`src/rtl/ad9854_pkg.sv`:
```
// ad9854_pkg: register map, run modes and FSM encodings shared by the AD9854 write engine.
package ad9854_pkg;

    localparam logic [5:0] ADDR_FTW1 = 6'h04;
    localparam logic [5:0] ADDR_FTW2 = 6'h0A;
    localparam logic [5:0] ADDR_DFW  = 6'h10;
    localparam logic [5:0] ADDR_CTRL = 6'h1D;

    typedef enum logic [1:0] {
        MODE_SINGLE = 2'd0,
        MODE_ONCE   = 2'd1,
        MODE_SAW    = 2'd2,
        MODE_TRI    = 2'd3
    } mode_t;

    typedef logic [2:0] state_t;
    localparam state_t S_IDLE   = 3'd0;
    localparam state_t S_LOAD   = 3'd1;
    localparam state_t S_WRITE  = 3'd2;
    localparam state_t S_UPDATE = 3'd3;
    localparam state_t S_DWELL  = 3'd4;
    localparam state_t S_STEP   = 3'd5;

    typedef logic [1:0] bw_state_t;
    localparam bw_state_t BW_IDLE   = 2'd0;
    localparam bw_state_t BW_SETUP  = 2'd1;
    localparam bw_state_t BW_STROBE = 2'd2;
    localparam bw_state_t BW_HOLD   = 2'd3;

endpackage

```
`src/rtl/ad9854_bus_writer.sv`:
```
// ad9854_bus_writer: one parallel-port byte write (SETUP, WR low, WR high); ack in the last high cycle.
module ad9854_bus_writer
    import ad9854_pkg::*;
#(
    parameter int ADDR_W  = 6,
    parameter int DATA_W  = 8,
    parameter int WR_LOW  = 2,
    parameter int WR_HIGH = 2
) (
    input  logic              clk,
    input  logic              rst,
    input  logic              abort_i,
    input  logic              req_i,
    input  logic [ADDR_W-1:0] addr_i,
    input  logic [DATA_W-1:0] data_i,
    output logic [ADDR_W-1:0] a_o,
    output logic [DATA_W-1:0] d_o,
    output logic              wr_o,
    output logic              ack_o
);
    localparam int CW = $clog2((WR_LOW > WR_HIGH ? WR_LOW : WR_HIGH) + 1);

    bw_state_t         state_q, state_d;
    logic [CW-1:0]     cnt_q, cnt_d;
    logic [ADDR_W-1:0] a_q, a_d;
    logic [DATA_W-1:0] d_q, d_d;
    logic              wr_q, wr_d, take;

    assign ack_o = state_q == BW_HOLD && cnt_q == CW'(WR_HIGH - 1);
    // A queued request chains straight into the next SETUP so bytes run back to back.
    assign take  = req_i && !abort_i && (state_q == BW_IDLE || ack_o);
    assign a_o   = a_q;
    assign d_o   = d_q;
    assign wr_o  = wr_q;

    always_comb begin
        state_d = state_q;
        cnt_d   = cnt_q + CW'(1);
        a_d     = take ? addr_i : a_q;
        d_d     = take ? data_i : d_q;
        case (state_q)
            BW_SETUP: begin
                state_d = BW_STROBE;
                cnt_d   = '0;
            end
            BW_STROBE: if (cnt_q == CW'(WR_LOW - 1)) begin
                state_d = BW_HOLD;
                cnt_d   = '0;
            end
            BW_HOLD: state_d = ack_o ? BW_IDLE : BW_HOLD;
            default: state_d = BW_IDLE;
        endcase
        if (take) begin
            state_d = BW_SETUP;
            cnt_d   = '0;
        end
        if (abort_i) state_d = BW_IDLE;
        wr_d = state_d != BW_STROBE;
    end

    always_ff @(posedge clk) begin
        if (rst) begin
            state_q <= BW_IDLE;
            cnt_q   <= '0;
            a_q     <= '0;
            d_q     <= '0;
            wr_q    <= 1'b1;
        end else begin
            state_q <= state_d;
            cnt_q   <= cnt_d;
            a_q     <= a_d;
            d_q     <= d_d;
            wr_q    <= wr_d;
        end
    end

endmodule

```
`src/rtl/ad9854_sweep_writer.sv`:
```
// ad9854_sweep_writer: loads FTWs into the AD9854 byte by byte with UDCLK, optionally sweeping f_start..f_stop.
module ad9854_sweep_writer
    import ad9854_pkg::*;
#(
    parameter int                FTW_W    = 48,
    parameter int                DATA_W   = 8,
    parameter int                ADDR_W   = 6,
    parameter logic [ADDR_W-1:0] FTW_ADDR = ADDR_W'(ADDR_FTW1),
    parameter int                WR_LOW   = 2,
    parameter int                WR_HIGH  = 2,
    parameter int                UD_W     = 4,
    parameter int                DWELL_W  = 16
) (
    input  logic               clk,
    input  logic               rst,
    input  logic               start_i,
    input  logic               abort_i,
    input  logic [1:0]         mode_i,
    input  logic [FTW_W-1:0]   f_start_i,
    input  logic [FTW_W-1:0]   f_stop_i,
    input  logic [FTW_W-1:0]   f_step_i,
    input  logic [DWELL_W-1:0] dwell_i,
    output logic [ADDR_W-1:0]  a_o,
    output logic [DATA_W-1:0]  d_o,
    output logic               wr_o,
    output logic               rd_o,
    output logic               udclk_o,
    output logic               busy_o,
    output logic               done_o,
    output logic [FTW_W-1:0]   cur_ftw_o
);
    localparam int NB    = FTW_W / DATA_W;
    localparam int IW    = NB > 1 ? $clog2(NB) : 1;
    localparam int CNT_W = DWELL_W > 8 ? DWELL_W : 8;

    state_t             state_q, state_d;
    mode_t              mode_q, mode_d;
    logic [FTW_W-1:0]   lo_q, lo_d, hi_q, hi_d, step_q, step_d, cur_q, cur_d;
    logic [DWELL_W-1:0] dwell_q, dwell_d;
    logic [IW-1:0]      idx_q, idx_d;
    logic [CNT_W-1:0]   cnt_q, cnt_d;
    logic               dir_q, dir_d, done_q, done_d;
    logic               ack, req, last_byte, single, at_end;
    logic [FTW_W:0]     sum, diff;
    logic [FTW_W-1:0]   up_next, dn_next, ftw_sh;
    logic [ADDR_W-1:0]  byte_addr;

    assign last_byte = idx_q == IW'(NB - 1);
    assign req       = state_q == S_WRITE && !(ack && last_byte);
    // Address and data follow the index being handed to the writer, so a chained byte sees its own values.
    assign ftw_sh    = cur_q << (DATA_W * int'(idx_d));
    assign byte_addr = FTW_ADDR + ADDR_W'(idx_d);
    assign sum       = {1'b0, cur_q} + {1'b0, step_q};
    assign diff      = {1'b0, cur_q} - {1'b0, step_q};
    assign up_next   = (sum[FTW_W] || sum[FTW_W-1:0] > hi_q) ? hi_q : sum[FTW_W-1:0];
    assign dn_next   = (diff[FTW_W] || diff[FTW_W-1:0] < lo_q) ? lo_q : diff[FTW_W-1:0];
    assign single    = mode_q == MODE_SINGLE || step_q == '0 || lo_q >= hi_q;
    assign at_end    = dir_q ? cur_q == lo_q : cur_q == hi_q;

    assign rd_o      = 1'b1;
    assign udclk_o   = state_q == S_UPDATE;
    assign busy_o    = state_q != S_IDLE;
    assign done_o    = done_q;
    assign cur_ftw_o = cur_q;

    ad9854_bus_writer #(
        .ADDR_W (ADDR_W),
        .DATA_W (DATA_W),
        .WR_LOW (WR_LOW),
        .WR_HIGH(WR_HIGH)
    ) u_bus (
        .clk    (clk),
        .rst    (rst),
        .abort_i(abort_i),
        .req_i  (req),
        .addr_i (byte_addr),
        .data_i (ftw_sh[FTW_W-1 -: DATA_W]),
        .a_o    (a_o),
        .d_o    (d_o),
        .wr_o   (wr_o),
        .ack_o  (ack)
    );

    always_comb begin
        state_d = state_q;
        mode_d  = mode_q;
        lo_d    = lo_q;
        hi_d    = hi_q;
        step_d  = step_q;
        dwell_d = dwell_q;
        cur_d   = cur_q;
        dir_d   = dir_q;
        idx_d   = ack ? idx_q + IW'(1) : idx_q;
        cnt_d   = cnt_q + CNT_W'(1);
        done_d  = 1'b0;
        case (state_q)
            S_IDLE: if (start_i) begin
                state_d = S_LOAD;
                mode_d  = mode_t'(mode_i);
                lo_d    = f_start_i;
                hi_d    = f_stop_i;
                step_d  = f_step_i;
                dwell_d = dwell_i;
            end
            S_LOAD: begin
                state_d = S_WRITE;
                cur_d   = lo_q;
                dir_d   = 1'b0;
                idx_d   = '0;
            end
            S_WRITE: if (ack && last_byte) begin
                state_d = S_UPDATE;
                cnt_d   = '0;
            end
            S_UPDATE: if (cnt_q == CNT_W'(UD_W - 1)) begin
                state_d = dwell_q == '0 ? S_STEP : S_DWELL;
                cnt_d   = '0;
            end
            S_DWELL: state_d = cnt_q == CNT_W'(dwell_q) - CNT_W'(1) ? S_STEP : S_DWELL;
            S_STEP: begin
                state_d = S_WRITE;
                idx_d   = '0;
                if (single || (at_end && mode_q == MODE_ONCE)) begin
                    state_d = S_IDLE;
                    done_d  = 1'b1;
                end else if (at_end && mode_q == MODE_SAW) begin
                    cur_d = lo_q;
                end else if (at_end) begin
                    dir_d = !dir_q;
                    cur_d = dir_q ? up_next : dn_next;
                end else begin
                    cur_d = dir_q ? dn_next : up_next;
                end
            end
            default: state_d = S_IDLE;
        endcase
        if (abort_i) begin
            state_d = S_IDLE;
            done_d  = 1'b0;
        end
    end

    always_ff @(posedge clk) begin
        if (rst) begin
            state_q <= S_IDLE;
            mode_q  <= MODE_SINGLE;
            lo_q    <= '0;
            hi_q    <= '0;
            step_q  <= '0;
            dwell_q <= '0;
            cur_q   <= '0;
            dir_q   <= 1'b0;
            idx_q   <= '0;
            cnt_q   <= '0;
            done_q  <= 1'b0;
        end else begin
            state_q <= state_d;
            mode_q  <= mode_d;
            lo_q    <= lo_d;
            hi_q    <= hi_d;
            step_q  <= step_d;
            dwell_q <= dwell_d;
            cur_q   <= cur_d;
            dir_q   <= dir_d;
            idx_q   <= idx_d;
            cnt_q   <= cnt_d;
            done_q  <= done_d;
        end
    end

endmodule

```
`config.mk`:
```
export PLATFORM = sky130hd
export DESIGN_NAME = ad9854_sweep_writer
export DESIGN_NICKNAME = d
export VERILOG_FILES = /design/src/rtl/ad9854_pkg.sv /design/src/rtl/ad9854_bus_writer.sv /design/src/rtl/ad9854_sweep_writer.sv
export SDC_FILE = /design/constraint.sdc
export NUM_CORES = 1
export LEC_CHECK = 0
export CORE_MARGIN = 5
export CORE_UTILIZATION = 40
export CTS_BUF_LIST = sky130_fd_sc_hd__clkbuf_8 sky130_fd_sc_hd__clkbuf_16
export CTS_CLUSTER_DIAMETER = 50
export DETAILED_ROUTE_END_ITERATION = 8
export PLACE_DENSITY = 0.61
export SLEW_MARGIN = 20
export SYNTH_ARGS = -nofsm -noshare
export SYNTH_HDL_FRONTEND = slang
export SYNTH_SLANG_ARGS = --single-unit
```
`constraint.sdc`:
```
create_clock -name clk -period 15.2 [get_ports clk]
set_clock_uncertainty 0.15 [all_clocks]
set_input_delay 2.28 -clock clk [delete_from_list [all_inputs] [get_ports clk]]
set_output_delay 2.28 -clock clk [all_outputs]
set_load 0.01 [all_outputs]
```
## Yosys cells after proc, flatten, opt, wreduce, memory -nomap -nowiden

Index checks and enable logic that the tools add are counted.

| storage, ports and cells | value |
|---|---|
| flip-flop bits (word level) | 253 |
| output and inout port bits | 67 |
| bits of input ports | 166 |
| logic and storage cells | 115 |

| operators by class | value |
|---|---|
| reduce and logical (&&, ||, !) cells | 31 |
| add/sub/neg operators | 7 |
| shift-type cells | 1 |
| bitwise gates (word level) | 1 |
| eq/ne operators | 23 |
| magnitude comparators | 3 |
| muxes and demuxes | 33 |

Operators by type and width:

| kind | number |
|---|---|
| 2-to-1 mux 48 bit | 7 |
| equality test 48 bit | 2 |
| one-hot mux 48 bit (2 select lines) | 1 |
| adder 48 x 48 -> 49 bit | 1 |
| subtractor 48 x 48 -> 49 bit | 1 |
| >= comparator 48 bit | 1 |
| > comparator 48 bit | 1 |
| logical NOT 48 bit | 1 |
| < comparator 48 bit | 1 |
| left shift 48 x 6 -> 48 bit | 1 |
| 2-to-1 mux 16 bit | 2 |
| one-hot mux 16 bit (2 select lines) | 1 |
| one-hot mux 3 bit (6 select lines) | 1 |
| adder 16 x 1 -> 16 bit (second input constant) | 1 |
| equality test 16 bit | 1 |
| equality test 16 x 2 -> 1 bit (second input constant) | 1 |
| logical NOT 16 bit | 1 |
| subtractor 16 x 1 -> 16 bit (second input constant) | 1 |
| 2-to-1 mux 3 bit | 5 |
| 2-to-1 mux 2 bit | 6 |
| inequality test 2 bit (second input constant) | 5 |
| equality test 3 bit (second input constant) | 3 |
| logical AND 1 bit | 7 |
| 2-to-1 mux 1 bit | 7 |
| other kinds (23) | 40 |

## Depth between registers and ports, before layout

Gate-level depths: netlist of the first run.

| logic depth | value |
|---|---|
| depth after elaboration | 10 |
| depth in mapped cells | 26 |
| mapped depth without buffers | 23 |

## Hierarchy

From an unflattened synthesis of the first run, not the netlist that was laid out.

| second synthesis, totals | value |
|---|---|
| cell total of the unflattened synthesis | 2,933 |
| area total of the unflattened synthesis | 21,777.1 um^2 |

Modules (own cells, without submodules):

| module | cells each | seq. area each (um^2) | area an instance (um^2) | instances |
|---|---|---|---|---|
| ad9854_sweep_writer | 2,838 | 4,684.5 | 20,806.2 | 1 |
| ad9854_bus_writer | 95 | 380.4 | 970.9 | 1 |

## Worst setup path before layout of the first run

Ideal clock, no wire load.

| path | value |
|---|---|
| path kind | register -> register |
| start | register cur_q[15] (netlist: cur_ftw_o[15]) |
| end | register cur_q[14] (netlist: cur_ftw_o[14]) |
| slack | 9,709 ps |
| arrival time | 5,217 ps |
| stages on the path, launching flop included | 25 |
| buffers on the path | 3 |
| data required time | 14,926 ps |
| period minus slack after synthesis | 5,491 ps |
| cells stage by stage | dfxtp_1 -> ha_1 -> buf_6 -> or4_4 -> or3_4 -> nor2_1 -> nand4_1 -> nand4_1 -> and2_2 -> a21oi_1 -> o41ai_4 -> xnor2_1 -> ha_1 -> nand4_1 -> nor4_1 -> nor3b_1 -> nor4b_1 -> a31oi_1 -> nand2_1 -> o211a_1 -> buf_6 -> buf_6 -> mux2_1 -> a221oi_1 -> a21oi_1 |

| on the way | value |
|---|---|
| word-level cells in the longest chain between the ends | 9 |
| elaborated cells between the ends (all ways) | 22 |
| classes of those cells | add/sub: 2; order compare: 2; eq/ne: 3; mux: 9; reduce/logical: 6 |

Ends and longest elaborated chain:

| what | RTL line | RTL |
|---|---|---|
| start: declaration | ad9854_sweep_writer.sv:38 | `logic [FTW_W-1:0] lo_q, lo_d, hi_q, hi_d, step_q, step_d, cur_q, cur_d;` |
| start signal: assignment | ad9854_sweep_writer.sv:163 | `cur_q <= cur_d;` |
| adder 48 x 48 -> 49 bit or subtractor 48 x 48 -> 49 bit (tied branches) | ad9854_sweep_writer.sv:53, ad9854_sweep_writer.sv:54 |  |
| > comparator 48 bit or < comparator 48 bit (tied branches) | ad9854_sweep_writer.sv:55, ad9854_sweep_writer.sv:56 |  |
| logical OR 1 bit, on equally long branches | ad9854_sweep_writer.sv:55, ad9854_sweep_writer.sv:56 |  |
| 2-to-1 mux 48 bit, on equally long branches | ad9854_sweep_writer.sv:55, ad9854_sweep_writer.sv:56 |  |
| 2-to-1 mux 48 bit, on equally long branches | ad9854_sweep_writer.sv:132, ad9854_sweep_writer.sv:130 |  |
| 2-to-1 mux 48 bit | ad9854_sweep_writer.sv:128 | `end else if (at_end) begin` |
| 2-to-1 mux 48 bit | ad9854_sweep_writer.sv:126 | `end else if (at_end && mode_q == MODE_SAW) begin` |
| 2-to-1 mux 48 bit | ad9854_sweep_writer.sv:123 | `if (single \|\| (at_end && mode_q == MODE_ONCE)) begin` |
| one-hot mux 48 bit (2 select lines) | ad9854_sweep_writer.sv:96 | `case (state_q)` |

Parallel ways exist; a longest one is shown, timed or not. The select of a mux whose other input is x is not followed.
A chain may end at the register's enable or synchronous reset.

## Final worst setup path of the first run

| path | value |
|---|---|
| start | register step_q[1] |
| end | register cur_q[12] (netlist: cur_ftw_o[12]) |

| on the way | value |
|---|---|
| word-level cells in the longest chain between the ends | 9 |
| elaborated cells between the ends (all ways) | 20 |
| classes of those cells | add/sub: 2; order compare: 2; eq/ne: 1; mux: 8; reduce/logical: 7 |

Ends and longest elaborated chain:

| what | RTL line | RTL |
|---|---|---|
| start: declaration | ad9854_sweep_writer.sv:38 |  |
| start signal: assignment | ad9854_sweep_writer.sv:161 | `step_q <= step_d;` |
| adder 48 x 48 -> 49 bit or subtractor 48 x 48 -> 49 bit (tied branches) | ad9854_sweep_writer.sv:53, ad9854_sweep_writer.sv:54 |  |
| > comparator 48 bit or < comparator 48 bit (tied branches) | ad9854_sweep_writer.sv:55, ad9854_sweep_writer.sv:56 |  |
| logical OR 1 bit, on equally long branches | ad9854_sweep_writer.sv:55, ad9854_sweep_writer.sv:56 |  |
| 2-to-1 mux 48 bit, on equally long branches | ad9854_sweep_writer.sv:55, ad9854_sweep_writer.sv:56 |  |
| 2-to-1 mux 48 bit, on equally long branches | ad9854_sweep_writer.sv:132, ad9854_sweep_writer.sv:130 |  |
| 2-to-1 mux 48 bit | ad9854_sweep_writer.sv:128 |  |
| 2-to-1 mux 48 bit | ad9854_sweep_writer.sv:126 |  |
| 2-to-1 mux 48 bit | ad9854_sweep_writer.sv:123 |  |
| one-hot mux 48 bit (2 select lines) | ad9854_sweep_writer.sv:96 |  |

Parallel ways exist; a longest one is shown, timed or not. The select of a mux whose other input is x is not followed.

==> flow_metrics.py, run 1 <==
metrics = {
    "routing": {
        "drt.antenna.violating_nets": 0,
        "vias": 23000,
        "drtIter0Drc": 2111,
        "wire_per_inst_um": 24.6,
        "vias_per_cell": 6.00,
        "drc": 0,
        "dr.pass1.iters": 6,
        "postRouteWirelength_um": 94400,
    },
    "sta": {
        "tightest_slew_ns": 1.21,
        "setup_viol": 0,
        "finalCritPeriodShare_pct": 56.2,
        "relSlewSlack_pct": 18.7,
        "drv_slew": 0,
        "setup-tns-final_ns": 0,
        "whs_ns": 0.323,
        "timing.fmax_mhz": 117,
        "final_hold_viol_count": 0,
        "rsz0062_at_grt": "no",
        "fin_crit_ns": 8.54,
    },
    "floorplan": {
        "io_pins": 233,
        "core_area_um2": 53900,
        "num_rows": 85,
        "initial_core_util_pct": 40.5,
        "die_area_um2": 59300,
        "die_height_um": 244,
        "die_w_um": 244,
    },
    "power_and_ir_drop": {
        "clockPowerShare_pct": 35.9,
        "power_leakage_nw": 10.3,
        "p_int_mw": 1.72,
        "vdd_ir_drop_max_mv": 0.0772,
        "powerDensity_nw_per_um2": 109,
        "p_sw_mw": 1.11,
        "p_seq_share_pct": 27.0,
        "swShare_pct": 39.1,
        "comb_power_share_pct": 37.1,
    },
    "logic_synthesis": {
        "yosys_warnings": 0,
        "postSynthCellCount": 2977,
        "ys_seq_area_share_pct": 23.0,
        "synth_top_family_by_area": "compound AO/OA/AOI/OAI gates",
        "yosys.area_share.simple_pct": 20.9,
        "muxShareOfSynthArea_pct": 4.37,
        "synth_fa_ha_area_share_pct": 14.5,
        "yosysTopAreaCell": "dfxtp_1",
        "synth_edf_count": 0,
        "async_reset_ff_share_pct": 0,
        "synth_top_area_share_pct": 23.0,
        "synth-compound-area-share_pct": 23.2,
        "ys_dominant_reg_cell": "dfxtp_1",
        "ys_seq_elements": 251,
        "synth_xor_area_share_pct": 6.78,
        "synth.area.top_cells": "dfxtp_1 23%, ha_1 14%, nand2_1 9.1%",
        "syn_area_um2": 21800,
        "synth_cell_type_count": 95,
        "syn_avg_cell_area_um2": 7.33,
    },
    "run_status": {
        "status": "complete, no violations",
    },
    "layout": {
        "area_delta_synth_final_pct": 18.9,
        "diodes": 0,
        "drive_above_1_share_pct": 5.28,
        "fin_nets": 3526,
    },
    "grt": {
        "grt_usage_pct": 30.4,
        "grt_max_degree": 103,
        "grt_pass1_vias": 22200,
        "gr-total-overflow": 0,
        "grt_pass1_wl_um": 140000,
        "antenna_found_initial": 0,
    },
    "critical_path": {
        "worstPathArrival_ns": 8.85,
        "path_max_fanout": 25,
        "critPathLaunchType": "flip-flop",
        "required_ns": 15.51,
        "setup.worst_path.end_class": "flip-flop",
        "critical_path_class": "reg2reg",
    },
    "clocking": {
        "cts_tree": "done",
        "ctsResizeCount": 0,
        "postCtsHoldBufs": 0,
        "cts.sinks": 251,
        "cts_setup_buffers": 0,
        "path_clk_slew_ns": 0.06,
        "htreeDepth": 2,
        "clock_latency_ns": 0.59,
        "cts_buffer_depth": 3,
        "cts-root-buf": "clkbuf_16",
        "cts_buffers": 41,
    },
    "placed_design": {
        "io_buffers": 229,
        "hpwl_um": 75500,
        "gp_congestion": 1.05,
    },
    "worst_hold_path": {
        "hold_class": "reg2reg",
    },
    "run": {
        "maxCapViolCount": 0,
    },
}
==> worst max-delay path, stage by stage (launching register included) <==
cell	delay, ns
dfxtp_1	0.44
inv_1	0.11
ha_1	0.30
nor2b_1	0.06
o311ai_0	0.69
a2111oi_2	0.24
o21ai_1	0.24
buf_4	0.20
o211ai_1	0.31
a211oi_1	0.91
nor3_1	0.14
a211o_1	0.34
xnor2_1	0.45
ha_1	0.23
nand4_1	0.17
nor4_1	0.58
nor3b_1	0.39
a31oi_1	0.13
nand2_1	0.12
o211a_1	0.84
buf_4	0.58
mux2_2	0.39
a221oi_1	0.26
a21oi_1	0.11
==> kinds of logic (layout without fill, tap and decap cells) <==
kind of cell | Yosys count | in the layout
AOI/OAI and AO/OA | 813 | 813
xor gates and xnor gates | 169 | 169
DFF | 251 | 251
other | 2 | 3
adders and majority gates | 251 | 251
buffers and inverters | 385 | 548
and+or+nand+nor | 1016 | 1016
muxes | 90 | 90
==> per-stage QoR <==
| stage | setup slack [ns] | area, um2 | util (%) | total power, mW | std cells |
|---|---|---|---|---|---|
| after floorplan | 9.71 | 21800 | - | 1.44 | 2978 |
| after global placement | 6.98 | 24500 | 45.4 | 1.79 | 3762 |
| after detailed placement | 7.08 | 24500 | 45.4 | 1.80 | 3762 |
| after CTS | 6.98 | 25900 | 48.1 | 2.83 | 3837 |
| after global routing | 6.46 | 25900 | 48.1 | 2.98 | 3837 |
| final | 6.66 | 25900 | 48.1 | 2.83 | 3837 |
==> power by group through the flow <==
| stage | Sequential [mW] | Clock, mW | Combinational (mW) |
|---|---|---|---|
| 6_report | 0.765 | 1.02 | 1.05 |
| 5_1_grt | 0.769 | 1.06 | 1.15 |
| 4_1_cts | 0.763 | 1.03 | 1.03 |
| 3_5_place_dp | 0.777 | 0 | 1.02 |
| 3_3_place_gp | 0.776 | 0 | 1.02 |
| 2_1_floorplan | 0.751 | 0 | 0.690 |
==> sequential cells by signal, summed over array words and instances, names as in the netlist, 2 cells and up <==
| register | cells |
|---|---|
| cnt_q | 16 |
| cur_ftw_o | 48 |
| idx_q | 3 |
| mode_q | 2 |
| u_bus.a_o | 4 |
| u_bus.cnt_q | 2 |
| u_bus.state_q | 2 |
| u_bus.d_o | 8 |
| hi_q | 48 |
| dwell_q | 16 |
| state_q | 3 |
| step_q | 48 |
| lo_q | 48 |
==> Yosys cell counts, types with 9 or more instances <==
cell type	count
mux2i_1	59
a31oi_1	40
a21boi_0	9
nor2b_1	22
inv_1	212
o21ai_0	107
clkbuf_1	124
o22ai_1	9
nor4_1	50
o211ai_1	35
xor2_1	28
nand2b_1	13
a21oi_1	384
a221oi_1	20
dfxtp_1	251
mux2_2	24
nand2_1	528
ha_1	249
and3_1	9
o31ai_1	17
a211oi_1	27
buf_2	17
o21bai_1	19
a211o_1	15
xnor2_1	141
or3_1	16
and2_1	14
buf_6	11
nand3_1	64
a21o_1	34
nor3_1	38
nand4_1	54
nor2_1	171
==> cell type report <==
type	instances	area, um2
Fill cell	5490	28000
Inverter	219	822
Tap cell	696	871
Clock buffer	47	1120
Timing Repair Buffer	254	2480
Multi-Input combinational cell	2342	15300
Sequential cell	251	5030
Clock inverter	28	358
==> routing by layer <==
layer  part of all wire [%]  track usage, %  vias up
li1                       -               -    10700
met1                     43            41.0    11000
met2                     45            48.8     1035
met3                    8.3            5.47      219
met4                    4.4            11.3        0
met5                      0               0        -
==> cell usage in the layout, fill, tap and decap left out, types with 6 or more instances in the layout <==
cell type,count
o22ai_1,9
a21oi_1,384
nor2b_1,21
a311oi_1,7
mux2_2,24
inv_6,7
xnor2_1,141
a31oi_1,40
a2111oi_0,8
xor2_1,28
a21boi_0,9
a21o_1,34
or2_2,6
and3_1,9
o21ai_0,107
a211oi_1,27
o21bai_1,19
dfxtp_1,250
a211o_1,15
nor3_1,37
nor4_1,50
mux2i_1,59
nor4b_1,6
o21a_1,8
nand2b_1,13
and2_1,13
ha_1,249
nand3_1,64
nor2_1,170
nand4_1,54
clkdlybuf4s50_1,228
clkbuf_16,42
a221oi_1,20
inv_1,215
nand2_1,527
o211ai_1,35
o221ai_1,8
buf_4,25
o31ai_1,17
or3_1,16
==> final timing paths <==
| path | start | endpoint | slack (ns) | depth (start not counted) |
|---|---|---|---|---|
| min reg2reg | u_bus.cnt_q[0]$_SDFF_PP0_ | u_bus.cnt_q[0]$_SDFF_PP0_ | 0.32 | 1 |
| max | step_q[1]$_SDFFE_PP0P_ | cur_ftw_o[12]$_SDFFE_PP0P_ | 6.66 | 23 |
| max reg2reg | step_q[1]$_SDFFE_PP0P_ | cur_ftw_o[12]$_SDFFE_PP0P_ | 6.66 | 23 |
| min | u_bus.cnt_q[0]$_SDFF_PP0_ | u_bus.cnt_q[0]$_SDFF_PP0_ | 0.32 | 1 |
Note: power is estimated with default switching activity, not from simulation.
==> inputs of run 2 (changes only) <==
==> constraint.sdc (replaced) <==
create_clock -name clk -period 8.3 [get_ports clk]
set_clock_uncertainty 0.15 [all_clocks]
set_input_delay 1.245 -clock clk [delete_from_list [all_inputs] [get_ports clk]]
set_output_delay 1.245 -clock clk [all_outputs]
set_load 0.01 [all_outputs]
==> run 2 against run 1 <==
Against the previous run:
- sequential share of layout area shrank 0.13 points
- clock-buffer cell count shrank 1
- die area unchanged
- total power rose by 83%
- worst hold slack better by 0.0023 ns
- cell count up 0.55%
- via count decreased by 0.73%
- utilization is 0.32 points higher
- first-iteration DRC count grew 3.9%
- worst setup slack lost 5.9 ns
- non-clock buffer count grew 18
- critical path depth decreased by 1
==> flow_metrics.py, run 2 (same netlist as run 1, synthesis figures left out) <==
metrics = {
    "sta": {
        "final_hold_viol_count": 0,
        "drv_slew": 0,
        "tightest_slew_ns": 1.11,
        "rsz0062_at_grt": "no",
        "timing.fmax_mhz": 133,
        "relSlewSlack_pct": 25.6,
        "setup-tns-final_ns": 0,
        "fin_crit_ns": 7.54,
        "finalCritPeriodShare_pct": 90.9,
        "setup_viol": 0,
    },
    "layout": {
        "diodes": 0,
        "fin_nets": 3545,
        "register_area_um2": 5030,
        "layout_commonest_cell": "nand2_1",
        "multi_input_area_um2": 15300,
        "layout_common_cells": "527 x nand2_1, 384 x a21oi_1, 250 x dfxtp_1",
        "fillerInstances": 5375,
        "drive_above_1_share_pct": 5.98,
        "area_delta_synth_final_pct": 19.7,
        "final_util_pct": 48.4,
    },
    "power_and_ir_drop": {
        "comb_power_share_pct": 36.8,
        "vdd_ir_drop_max_mv": 0.151,
        "powerDensity_nw_per_um2": 199,
        "swShare_pct": 39.4,
        "power_leakage_nw": 10.4,
        "p_sw_mw": 2.04,
        "p_seq_share_pct": 27.0,
        "power.total_mw": 5.19,
        "clockPowerShare_pct": 36.2,
        "p_int_mw": 3.15,
    },
    "routing": {
        "drtIter0Drc": 2193,
        "drt.antenna.violating_nets": 0,
        "dr.pass1.iters": 6,
        "postRouteWirelength_um": 93500,
        "vias": 22800,
        "vias_per_cell": 5.92,
        "drc": 0,
        "wire_per_inst_um": 24.2,
    },
    "grt": {
        "grt_usage_pct": 30.2,
        "grt_pass1_vias": 22300,
        "gr-total-overflow": 0,
        "grt_max_degree": 103,
        "antenna_found_initial": 1,
        "grt_pass1_wl_um": 140000,
    },
    "placed_design": {
        "io_buffers": 229,
        "gp_congestion": 1.04,
        "hpwl_um": 74600,
    },
    "critical_path": {
        "required_ns": 8.61,
        "path_max_fanout": 25,
        "cp_cell_sequence": "inv_1 > ha_1 > nor2_1 > o311ai_0 > a2111oi_2 > a31oi_1 > nor3_1 > o21bai_1 > a2111oi_1 > nor3_1 > or2_2 > ha_1 > nand4_1 > nor4_1 > nor3b_1 > a31oi_1 > nand2_1 > o211a_1 > buf_4 > mux2_2 > a221oi_1 > a21oi_1",
        "critical_path_class": "reg2reg",
        "worst_path_max_delay_cell": "nor3_1",
        "setup.worst_path.end_class": "flip-flop",
        "worstPathArrival_ns": 7.85,
        "critPathLaunchType": "flip-flop",
        "timing.critical_path.slowest_cell_delay_ns": 0.75,
    },
    "floorplan": {
        "initial_core_util_pct": 40.5,
        "die_w_um": 244,
        "io_pins": 233,
        "num_rows": 85,
        "die_height_um": 244,
        "die_area_um2": 59300,
        "core_area_um2": 53900,
    },
    "clocking": {
        "cts_buffer_depth": 3,
        "cts_tree": "done",
        "postCtsHoldBufs": 0,
        "cts_buffers": 42,
        "cts.sinks": 251,
        "ctsResizeCount": 0,
        "cts-root-buf": "clkbuf_16",
        "path_clk_slew_ns": 0.06,
        "cts_setup_buffers": 0,
        "htreeDepth": 2,
        "clock_latency_ns": 0.60,
    },
    "worst_hold_path": {
        "hold_class": "reg2reg",
    },
    "run_status": {
        "status": "complete, no violations",
    },
    "run": {
        "maxCapViolCount": 0,
    },
}
## run 2: cell count changes in the layout (fill, tap and decap cells not counted), sizes merged
| cell | delta |
|---|---|
| clkinv | +5 |
| bufinv | -1 |
| buf | +18 |
| clkbuf | -1 |
## run 2: cell type report
cell class	instances	area share [%]
multi-input combinational	2342	58.5
timing repair buffer	272	10.0
sequential	251	19.2
inverter	219	3.15
tap	696	3.33
clock inverter	32	1.54
clock buffer	46	4.23
## run 2: layer usage
metal | track usage (%) | part of all wire [%] | vias up
met5 | 0 | 0.0075 | -
met4 | 10.4 | 3.7 | 2
met3 | 5.13 | 8.1 | 185
met2 | 48.5 | 45 | 996
met1 | 41.1 | 44 | 10900
li1 | - | - | 10800
## run 2: power by group through the flow
stage | Clock (mW) | Combinational [mW] | Sequential [mW]
6_report | 1.88 | 1.91 | 1.40
5_1_grt | 1.97 | 2.09 | 1.41
2_1_floorplan | 0 | 1.26 | 1.38
3_3_place_gp | 0 | 1.86 | 1.42
3_5_place_dp | 0 | 1.86 | 1.42
4_1_cts | 1.91 | 1.87 | 1.40
## run 2: per-stage QoR
step	worst slack, ns	std cells	hold slack (ns)	cell area [um2]
after floorplan	2.81	2978	0.287	21800
after global placement	1.02	3780	0.299	24600
after detailed placement	0.902	3780	0.316	24600
after CTS	0.866	3858	0.324	26100
after global routing	0.379	3858	0.351	26100
final	0.757	3858	0.326	26100
## run 2: worst paths after layout
path                     startpoint  slack, ns  cells past startpoint                    endpoint
max reg2reg  step_q[3]$_SDFFE_PP0P_       0.76                     22  cur_ftw_o[12]$_SDFFE_PP0P_
min          mode_q[0]$_SDFFE_PP0P_       0.33                      2      mode_q[0]$_SDFFE_PP0P_
max          step_q[3]$_SDFFE_PP0P_       0.76                     22  cur_ftw_o[12]$_SDFFE_PP0P_
min reg2reg  mode_q[0]$_SDFFE_PP0P_       0.33                      2      mode_q[0]$_SDFFE_PP0P_
## run 2: critical path: cells and delay by family, from the launching register on
kind            cells  cell delay (ns)
mux                 1             0.39
fa+ha+maj           2             0.74
compound gates      9             2.73
simple gates        8             2.46
buf+inv             2             0.45
flops               1             0.45
